`src/rtl/pipe_hazard_tracker_if.sv`:
```
// Decode-side bundle for the hazard tracker: instruction fields from ID,
// the memory-side hold, and the stall/forwarding controls sent back to ID/EX.
// master = decode stage (drives id_* and mem_hold), slave = tracker.
interface pipe_hazard_tracker_if #(
    parameter int AW   = 5,
    parameter int SELW = 3
);
    logic            id_valid;
    logic [AW-1:0]   id_rs;
    logic [AW-1:0]   id_rt;
    logic            id_use_rs;
    logic            id_use_rt;
    logic            id_wreg;
    logic            id_m2reg;
    logic [AW-1:0]   id_rn;
    logic            mem_hold;
    logic            wpcir;
    logic            ex_bubble;
    logic [SELW-1:0] fwda_sel;
    logic [SELW-1:0] fwdb_sel;
    logic            fwda_load;
    logic            fwdb_load;

    modport master (
        output id_valid, id_rs, id_rt, id_use_rs, id_use_rt,
               id_wreg, id_m2reg, id_rn, mem_hold,
        input  wpcir, ex_bubble, fwda_sel, fwdb_sel, fwda_load, fwdb_load
    );

    modport slave (
        input  id_valid, id_rs, id_rt, id_use_rs, id_use_rt,
               id_wreg, id_m2reg, id_rn, mem_hold,
        output wpcir, ex_bubble, fwda_sel, fwdb_sel, fwda_load, fwdb_load
    );
endinterface

```
`src/rtl/pipe_hazard_tracker.sv`:
```
// Data-hazard tracker and forwarding controller for the decode stage.
// Keeps a shadow pipeline of in-flight writers (EX, MEM1..MEMn, WB) and from it
// derives per-source forwarding selects, the load-use interlock (wpcir) and
// the EX bubble request. The youngest matching writer always wins.
// Optional feature macro: HAZARD_STATS_EN adds stall_cnt / fwd_cnt counters.
module pipe_hazard_tracker #(
    parameter int AW       = 5,
    parameter int LOAD_LAT = 1,
    parameter int D        = LOAD_LAT + 2,
    parameter int SELW     = 3
) (
    input  logic                 clock,
    input  logic                 reset,
    pipe_hazard_tracker_if.slave bus
`ifdef HAZARD_STATS_EN
    ,
    output logic [31:0]          stall_cnt,
    output logic [31:0]          fwd_cnt
`endif
);

    // Shadow pipeline: index 0 = EX, 1..LOAD_LAT = memory stages, D-1 = WB
    logic [D-1:0]  ent_valid;
    logic [D-1:0]  ent_wreg;
    logic [D-1:0]  ent_m2reg;
    logic [AW-1:0] ent_rn [D];

    logic [SELW-1:0] sel_a, sel_b;
    logic            load_a, load_b;
    logic            early_a, early_b;
    logic            hazard;
    logic            stall;

    // Youngest-match search per source; scanning oldest to youngest lets the lowest index overwrite
    always_comb begin
        sel_a   = '0;
        sel_b   = '0;
        load_a  = 1'b0;
        load_b  = 1'b0;
        early_a = 1'b0;
        early_b = 1'b0;
        for (int k = D - 1; k >= 0; k--) begin
            if (ent_valid[k] && ent_wreg[k] && bus.id_valid &&
                bus.id_use_rs && (bus.id_rs != '0) && (ent_rn[k] == bus.id_rs)) begin
                sel_a   = SELW'(k + 1);
                load_a  = ent_m2reg[k];
                early_a = ent_m2reg[k] && (k < LOAD_LAT);
            end
            if (ent_valid[k] && ent_wreg[k] && bus.id_valid &&
                bus.id_use_rt && (bus.id_rt != '0) && (ent_rn[k] == bus.id_rt)) begin
                sel_b   = SELW'(k + 1);
                load_b  = ent_m2reg[k];
                early_b = ent_m2reg[k] && (k < LOAD_LAT);
            end
        end
    end

    // A load whose data is not yet out of memory forces an interlock; mem_hold stalls everything
    always_comb begin
        hazard = early_a | early_b;
        stall  = hazard | bus.mem_hold;
    end

    assign bus.wpcir     = ~stall;
    assign bus.ex_bubble = hazard & ~bus.mem_hold;
    assign bus.fwda_sel  = sel_a;
    assign bus.fwdb_sel  = sel_b;
    assign bus.fwda_load = load_a;
    assign bus.fwdb_load = load_b;

    // Advance the shadow pipeline unless memory holds; a hazard injects an invalid bubble into EX
    always_ff @(posedge clock or posedge reset) begin
        if (reset) begin
            ent_valid <= '0;
            ent_wreg  <= '0;
            ent_m2reg <= '0;
            for (int k = 0; k < D; k++) begin
                ent_rn[k] <= '0;
            end
        end else if (!bus.mem_hold) begin
            for (int k = D - 1; k >= 1; k--) begin
                ent_valid[k] <= ent_valid[k-1];
                ent_wreg[k]  <= ent_wreg[k-1];
                ent_m2reg[k] <= ent_m2reg[k-1];
                ent_rn[k]    <= ent_rn[k-1];
            end
            ent_valid[0] <= bus.id_valid & ~hazard;
            ent_wreg[0]  <= bus.id_wreg;
            ent_m2reg[0] <= bus.id_m2reg;
            ent_rn[0]    <= bus.id_rn;
        end
    end

`ifdef HAZARD_STATS_EN
    // Count interlock cycles (held cycles excluded) and issuing cycles that used any forward path
    always_ff @(posedge clock or posedge reset) begin
        if (reset) begin
            stall_cnt <= '0;
            fwd_cnt   <= '0;
        end else begin
            if (hazard && !bus.mem_hold) begin
                stall_cnt <= stall_cnt + 32'd1;
            end
            if (!stall && ((sel_a != '0) || (sel_b != '0))) begin
                fwd_cnt <= fwd_cnt + 32'd1;
            end
        end
    end
`endif

endmodule
```
`src/flat_wrapper.sv`:
```
// flat-port wrapper written by rule: the top's interface ports become plain ports
module pipe_hazard_tracker_flat 
#(
    parameter int AW       = 5,
    parameter int LOAD_LAT = 1,
    parameter int D        = LOAD_LAT + 2,
    parameter int SELW     = 3
)
  (clock, reset, bus_id_valid, bus_id_rs, bus_id_rt, bus_id_use_rs, bus_id_use_rt, bus_id_wreg, bus_id_m2reg, bus_id_rn, bus_mem_hold, bus_wpcir, bus_ex_bubble, bus_fwda_sel, bus_fwdb_sel, bus_fwda_load, bus_fwdb_load);
  pipe_hazard_tracker_if #(.AW(AW), .SELW(SELW)) bus_i ();
  input  logic clock;
  input  logic reset;
  input wire logic [$bits(bus_i.id_valid)-1:0] bus_id_valid;
  input wire logic [$bits(bus_i.id_rs)-1:0] bus_id_rs;
  input wire logic [$bits(bus_i.id_rt)-1:0] bus_id_rt;
  input wire logic [$bits(bus_i.id_use_rs)-1:0] bus_id_use_rs;
  input wire logic [$bits(bus_i.id_use_rt)-1:0] bus_id_use_rt;
  input wire logic [$bits(bus_i.id_wreg)-1:0] bus_id_wreg;
  input wire logic [$bits(bus_i.id_m2reg)-1:0] bus_id_m2reg;
  input wire logic [$bits(bus_i.id_rn)-1:0] bus_id_rn;
  input wire logic [$bits(bus_i.mem_hold)-1:0] bus_mem_hold;
  output wire logic [$bits(bus_i.wpcir)-1:0] bus_wpcir;
  output wire logic [$bits(bus_i.ex_bubble)-1:0] bus_ex_bubble;
  output wire logic [$bits(bus_i.fwda_sel)-1:0] bus_fwda_sel;
  output wire logic [$bits(bus_i.fwdb_sel)-1:0] bus_fwdb_sel;
  output wire logic [$bits(bus_i.fwda_load)-1:0] bus_fwda_load;
  output wire logic [$bits(bus_i.fwdb_load)-1:0] bus_fwdb_load;
  assign bus_i.id_valid = bus_id_valid;
  assign bus_i.id_rs = bus_id_rs;
  assign bus_i.id_rt = bus_id_rt;
  assign bus_i.id_use_rs = bus_id_use_rs;
  assign bus_i.id_use_rt = bus_id_use_rt;
  assign bus_i.id_wreg = bus_id_wreg;
  assign bus_i.id_m2reg = bus_id_m2reg;
  assign bus_i.id_rn = bus_id_rn;
  assign bus_i.mem_hold = bus_mem_hold;
  assign bus_wpcir = bus_i.wpcir;
  assign bus_ex_bubble = bus_i.ex_bubble;
  assign bus_fwda_sel = bus_i.fwda_sel;
  assign bus_fwdb_sel = bus_i.fwdb_sel;
  assign bus_fwda_load = bus_i.fwda_load;
  assign bus_fwdb_load = bus_i.fwdb_load;
  pipe_hazard_tracker #(.AW(AW), .LOAD_LAT(LOAD_LAT), .D(D), .SELW(SELW)) u_core (.clock(clock), .reset(reset), .bus(bus_i));
endmodule
```
`config.mk`:
```
export PLATFORM = sky130hd
export DESIGN_NAME = pipe_hazard_tracker_flat
export DESIGN_NICKNAME = d
export VERILOG_FILES = /design/src/rtl/pipe_hazard_tracker_if.sv /design/src/rtl/pipe_hazard_tracker.sv /design/src/flat_wrapper.sv
export SDC_FILE = /design/constraint.sdc
export NUM_CORES = 1
export LEC_CHECK = 0
export CAP_MARGIN = 20
export CORE_MARGIN = 5
export CORE_UTILIZATION = 45
export DETAILED_ROUTE_END_ITERATION = 8
export HOLD_SLACK_MARGIN = 0.15
export PLACE_DENSITY = 0.77
export SLEW_MARGIN = 20
export SYNTH_ARGS = -nofsm -noshare
export SYNTH_HDL_FRONTEND = slang
export SYNTH_SLANG_ARGS = --single-unit
```
`constraint.sdc`:
```
create_clock -name clock -period 3.2 [get_ports clock]
set_input_delay 0.96 -clock clock [delete_from_list [all_inputs] [get_ports clock]]
set_output_delay 0.96 -clock clock [all_outputs]
set_load 0.05 [all_outputs]
```
# [Word level (Yosys, flattened, before mapping)]
# Cells that the tools add are included.
[classes] add_sub_neg=0 multipliers=0 div_mod_pow=0 n_lt_le_gt_ge=0 n_eq_ne=6 n_shift=0 mux=14 bitwise_logic=7 reduce_logical=26
[op_table] op="$eq 5x5->1" count=6
[op_table] op="$logic_and 1x1->1" count=24
[op_table] op="$mux 3" count=4
[op_table] op="$reduce_bool 5->1" count=2
[op_table] op="$mux 1" count=8
[op_table] op="$mux 2" count=2
[op_table] op="$not 1->1" count=3
[op_table] op="$and 1x1->1" count=2
[op_table] op="$or 1x1->1" count=2
[word_totals] register_bits=24 latchBits=0 ram_bits=0 mem_bits_ro=0 inputBits=23 out_inout_bits=10 wordCells=59 memories=0

# [Longest topological paths before layout]
[logic_depth] word_depth=9 depth_mapped=6 depth_no_buf=5

# [Worst setup path after synthesis]
# OpenSTA, ideal clock, no wires.
[synth_path] path_type="input-to-output" startpoint="input bus_id_rs[1]" endpoint="output bus_fwda_load" arrival_ps=2772 required_time_ps=2240 path_slack_ps=-532 path_stages=5 n_path_buf=1 cell_sequence="clkbuf_1 > o21ai_0 > nor4_1 > a31oi_1 > a21oi_1"
[synth_between] elab_chain_len=6 elab_cells_between_ends=13 classes_between="eq/ne: 3; mux: 3; reduce/logical: 7"
[synth_rtl] item="from (decl)" line_no="flat_wrapper.sv:14" rtl="input wire logic [$bits(bus_i.id_rs)-1:0] bus_id_rs;"
[synth_rtl] item="$reduce_bool 5->1" line_no="pipe_hazard_tracker.sv:44" rtl="bus.id_use_rs && (bus.id_rs != '0) && (ent_rn[k] == bus.id_rs)) begin"
[synth_rtl] item="$logic_and 1x1->1 (2 in a row)" line_no="pipe_hazard_tracker.sv:44"
[synth_rtl] item="$mux 1 (2 in a row)" line_no="pipe_hazard_tracker.sv:43" rtl="if (ent_valid[k] && ent_wreg[k] && bus.id_valid &&"
[synth_rtl] item="$mux 1 *" line_no="pipe_hazard_tracker.sv:43"
[synth_rtl] item="to (decl)" line_no="flat_wrapper.sv:26" rtl="output wire logic [$bits(bus_i.fwda_load)-1:0] bus_fwda_load;"
# Every way passes the cells marked *; elsewhere a longest branch is shown, timed or not.

# [Worst setup path after layout]
[layout_path] startpoint="input bus_id_rt[2]" endpoint="output bus_fwdb_load"
[layout_between] elab_chain_len=6 elab_cells_between_ends=13 classes_between="eq/ne: 3; mux: 3; reduce/logical: 7"
[layout_rtl] item="from (decl)" line_no="flat_wrapper.sv:15" rtl="input wire logic [$bits(bus_i.id_rt)-1:0] bus_id_rt;"
[layout_rtl] item="$reduce_bool 5->1" line_no="pipe_hazard_tracker.sv:50" rtl="bus.id_use_rt && (bus.id_rt != '0) && (ent_rn[k] == bus.id_rt)) begin"
[layout_rtl] item="$logic_and 1x1->1 (2 in a row)" line_no="pipe_hazard_tracker.sv:50"
[layout_rtl] item="$mux 1 (2 in a row)" line_no="pipe_hazard_tracker.sv:49" rtl="if (ent_valid[k] && ent_wreg[k] && bus.id_valid &&"
[layout_rtl] item="$mux 1 *" line_no="pipe_hazard_tracker.sv:49"
[layout_rtl] item="to (decl)" line_no="flat_wrapper.sv:27" rtl="output wire logic [$bits(bus_i.fwdb_load)-1:0] bus_fwdb_load;"
# Marked as above.

==> impl_metrics.yaml <==
die:
  die_width_um: 66.3
  placementRows: 20
  die_area_sq_um: 4400
  y_dimension_of_the_die_um: 66.3
  floorplan.initialDensity_pct: 46.8
  design.core.area_sq_um: 3050
  ios: 33
setup_path:
  timing.critical_path.required_ps: 2240
  critical_path.startpoint_type: "primary input"
  setup.worst_path.class: "in2out"
  cp-end-kind: "primary output"
  critical_path.max_fanout: 4
  worst_ep_arrival_time_ps: 2510
layout:
  design.final.nets: 212
  area_delta_synth_final_pct: 64.2
  final_antenna_diode_count: 0
  fin_util_pct: 76.8
  final_design_area_no_fill_sq_um: 2340
  layout_cells_sized_above_1_pct: 59.0
  most-common-layout-cells: "24 x dfrtp_1, 23 x buf_4, 22 x mux2_2, 12 x xnor2_1, 11 x buf_6"
  mostFrequentLayoutCell: "dfrtp_1"
power_and_ir_drop:
  power.leakage_nw: 0.982
  switching_share_pct: 29.6
  power_frac_clock_pct: 25.6
  share_comb_of_total_power_pct: 28.5
  cell_internal_pwr_uw: 621
  share_seq_of_total_power_pct: 46.0
  powerDensity_nw_per_um2: 376
  power.total_uw: 882
  power.switching_uw: 261
  irDropWorstVdd_uv: 411
global_route:
  first_global_vias: 1292
  met3_global_route_usage_pct: 3.57
  grt_max_degree: 25
  top_usage_layer: "met2"
  grt_overflow_total: 0
  initial_antenna_violation_count: 0
  grt_usage_pct: 19.6
  grt_met2_usage_pct: 32.8
  grtUsageMet1_pct: 24.2
  first_pass_grt_wire_length_um: 6360
sta:
  slew_headroom_pct: 39.5
  setup_ws_ps: -266
  worstMarginPinSlew_ps: 906
  timing.setup.tns_ps: -1570
  worst_clock_skew_ps: 1.34
  fin_crit_sh_pct: 108
  timing.final.setup_violations: 8
  maxSlewViolCount: 0
  rsz0062_at_grt: "yes"
  holdWs_ps: 542
  min_period_ps: 3470
  maxClockFrequency_mhz: 289
  timing_hold_violations_final: 0
placed_design:
  detailed_place.area_sq_um: 2030
  finalWeightedCongestion: 0.987
  hpwl_um: 2630
  portBuffers: 30
job:
  timing.max_cap.violations: 0
clock_network:
  clock_insertion_delay_at_the_later_pin_of_the_skew_report_ps: 320
  cts-htree-levels: 1
  cts-hold-fix-buffers: 0
  clock_tree.root_cell: "clkbuf_4"
  tritoncts: "built"
  numCtsBuffers: 3
  cts.clk_slew.worst_paths_ps: 140
  max-clock-path-buffers: 2
  tritoncts_sink_count: 24
status:
  failing_checks: "negative setup slack"
  outcome: "finished with violations"
yosys:
  ys_seq_elements: 24
  yosysWarnings: 0
  synth_edf_count: 0
  synth_sequential_area_ratio_pct: 42.1
  ys_dominant_reg_cell: "dfrtp_1"
  synthDistinctLibCells: 33
  synthArstFlopShare_pct: 100
  synth.avg_cell_area_sq_um: 11.0
  netlist_instances: 130
  synth_area_sq_um: 1430
drt:
  drt.antenna.violating_nets: 0
  drc: 0
  dr_total_vias: 1252
  initialDrtViolationCount: 88
  drt-vias-per-instance: 5.40
  route.final.wire_length_um: 4110
  avgRoutedWirePerCell_um: 17.7
  drt_pass1_iterations: 4
hold_path:
  worst_hold_path_type: "reg2reg"
-- flip-flops by register name, summed over array words and instances (netlist names) --
name and cells:
u_core.ent_valid 3, u_core.ent_m2reg 3, u_core.ent_wreg 3, u_core.ent_rn 15
-- logic make-up after synthesis --
| family | synth area share (%) |
|---|---|
| compound gates | 5.87 |
| other cells | 0.263 |
| buf+inv | 2.63 |
| mux | 17.4 |
| flops | 42.1 |
| xor+xnor | 18.4 |
| simple gates | 13.4 |
-- power groups by stage --
stage | logic (mW) | registers [mW] | clock network [mW]
after CTS | 0.241 | 0.401 | 0.226
after floorplan | 0.135 | 0.388 | 0
final | 0.251 | 0.405 | 0.225
after global placement | 0.202 | 0.399 | 0
after detailed placement | 0.208 | 0.402 | 0
after global routing | 0.269 | 0.410 | 0.240
-- area by class of cell --
cell class | count | area (sq um)
Tap cell | 44 | 55.1
Sequential cell | 24 | 601
Multi-Input combinational cell | 99 | 1030
Clock buffer | 3 | 22.5
Inverter | 2 | 7.51
Clock inverter | 1 | 30.0
Timing Repair Buffer | 59 | 601
Fill cell | 189 | 708
-- synthesized netlist by cell type (2+ instances only) --
master,number,area (sq um)
nand2_1,4,15.0
nand3_1,2,10.0
xnor2_1,20,175
nor2b_1,4,25.0
or4_1,2,15.0
inv_1,2,7.51
nor4_1,4,25.0
dfrtp_1,24,601
xor2_1,10,87.6
a21oi_1,4,20.0
buf_4,2,15.0
nand4_1,5,31.3
buf_1,2,7.51
mux2_2,22,248
a31oi_1,2,12.5
nor2_1,3,11.3
clkbuf_1,2,7.51
-- per-stage QoR --
stage / setup WS (ps) / instances
finish: -266 / 232
global route: -296 / 232
CTS: -265 / 230
detailed placement: -803 / 221
global placement: -780 / 221
floorplan: -228 / 131
-- layer usage --
layer  up-vias  routed length [um]  part of all wire (%)
li1        576                   -                     -
met1       628                1760                    43
met2        38                2100                    51
met3        10                 155                   3.8
met4         0                  95                   2.3
met5         -                   0                     0
-- final timing paths --
kind	from	endpoint	slack, ps	cells past startpoint
setup / recovery	bus_id_rt[2]	bus_fwdb_load	-270	7
hold / removal	u_core.ent_valid[2]	u_core.ent_valid[2]	540	1
setup reg to reg	u_core.ent_rn[10]	u_core.ent_valid[0]	1360	6
hold reg to reg	u_core.ent_valid[2]	u_core.ent_valid[2]	540	1
max in group asynchronous	reset	u_core.ent_rn[8]	1540	2
min in group asynchronous	reset	u_core.ent_wreg[2]	1110	2
-- worst max-delay path: stages --
cell	delay, ps
buf_8	90
or4_4	130
o21ai_4	60
or4_4	540
or3b_4	400
a21oi_4	180
buf_12	150
-- repair_timing --
action,CTS,global route
pin swaps,25,7
gates resized for setup,92,12
endpoints found under the setup margin,8,8
buffers inserted,5,2
endpoints found under the hold margin,0,0
Power figures use the tool's default switching activity.
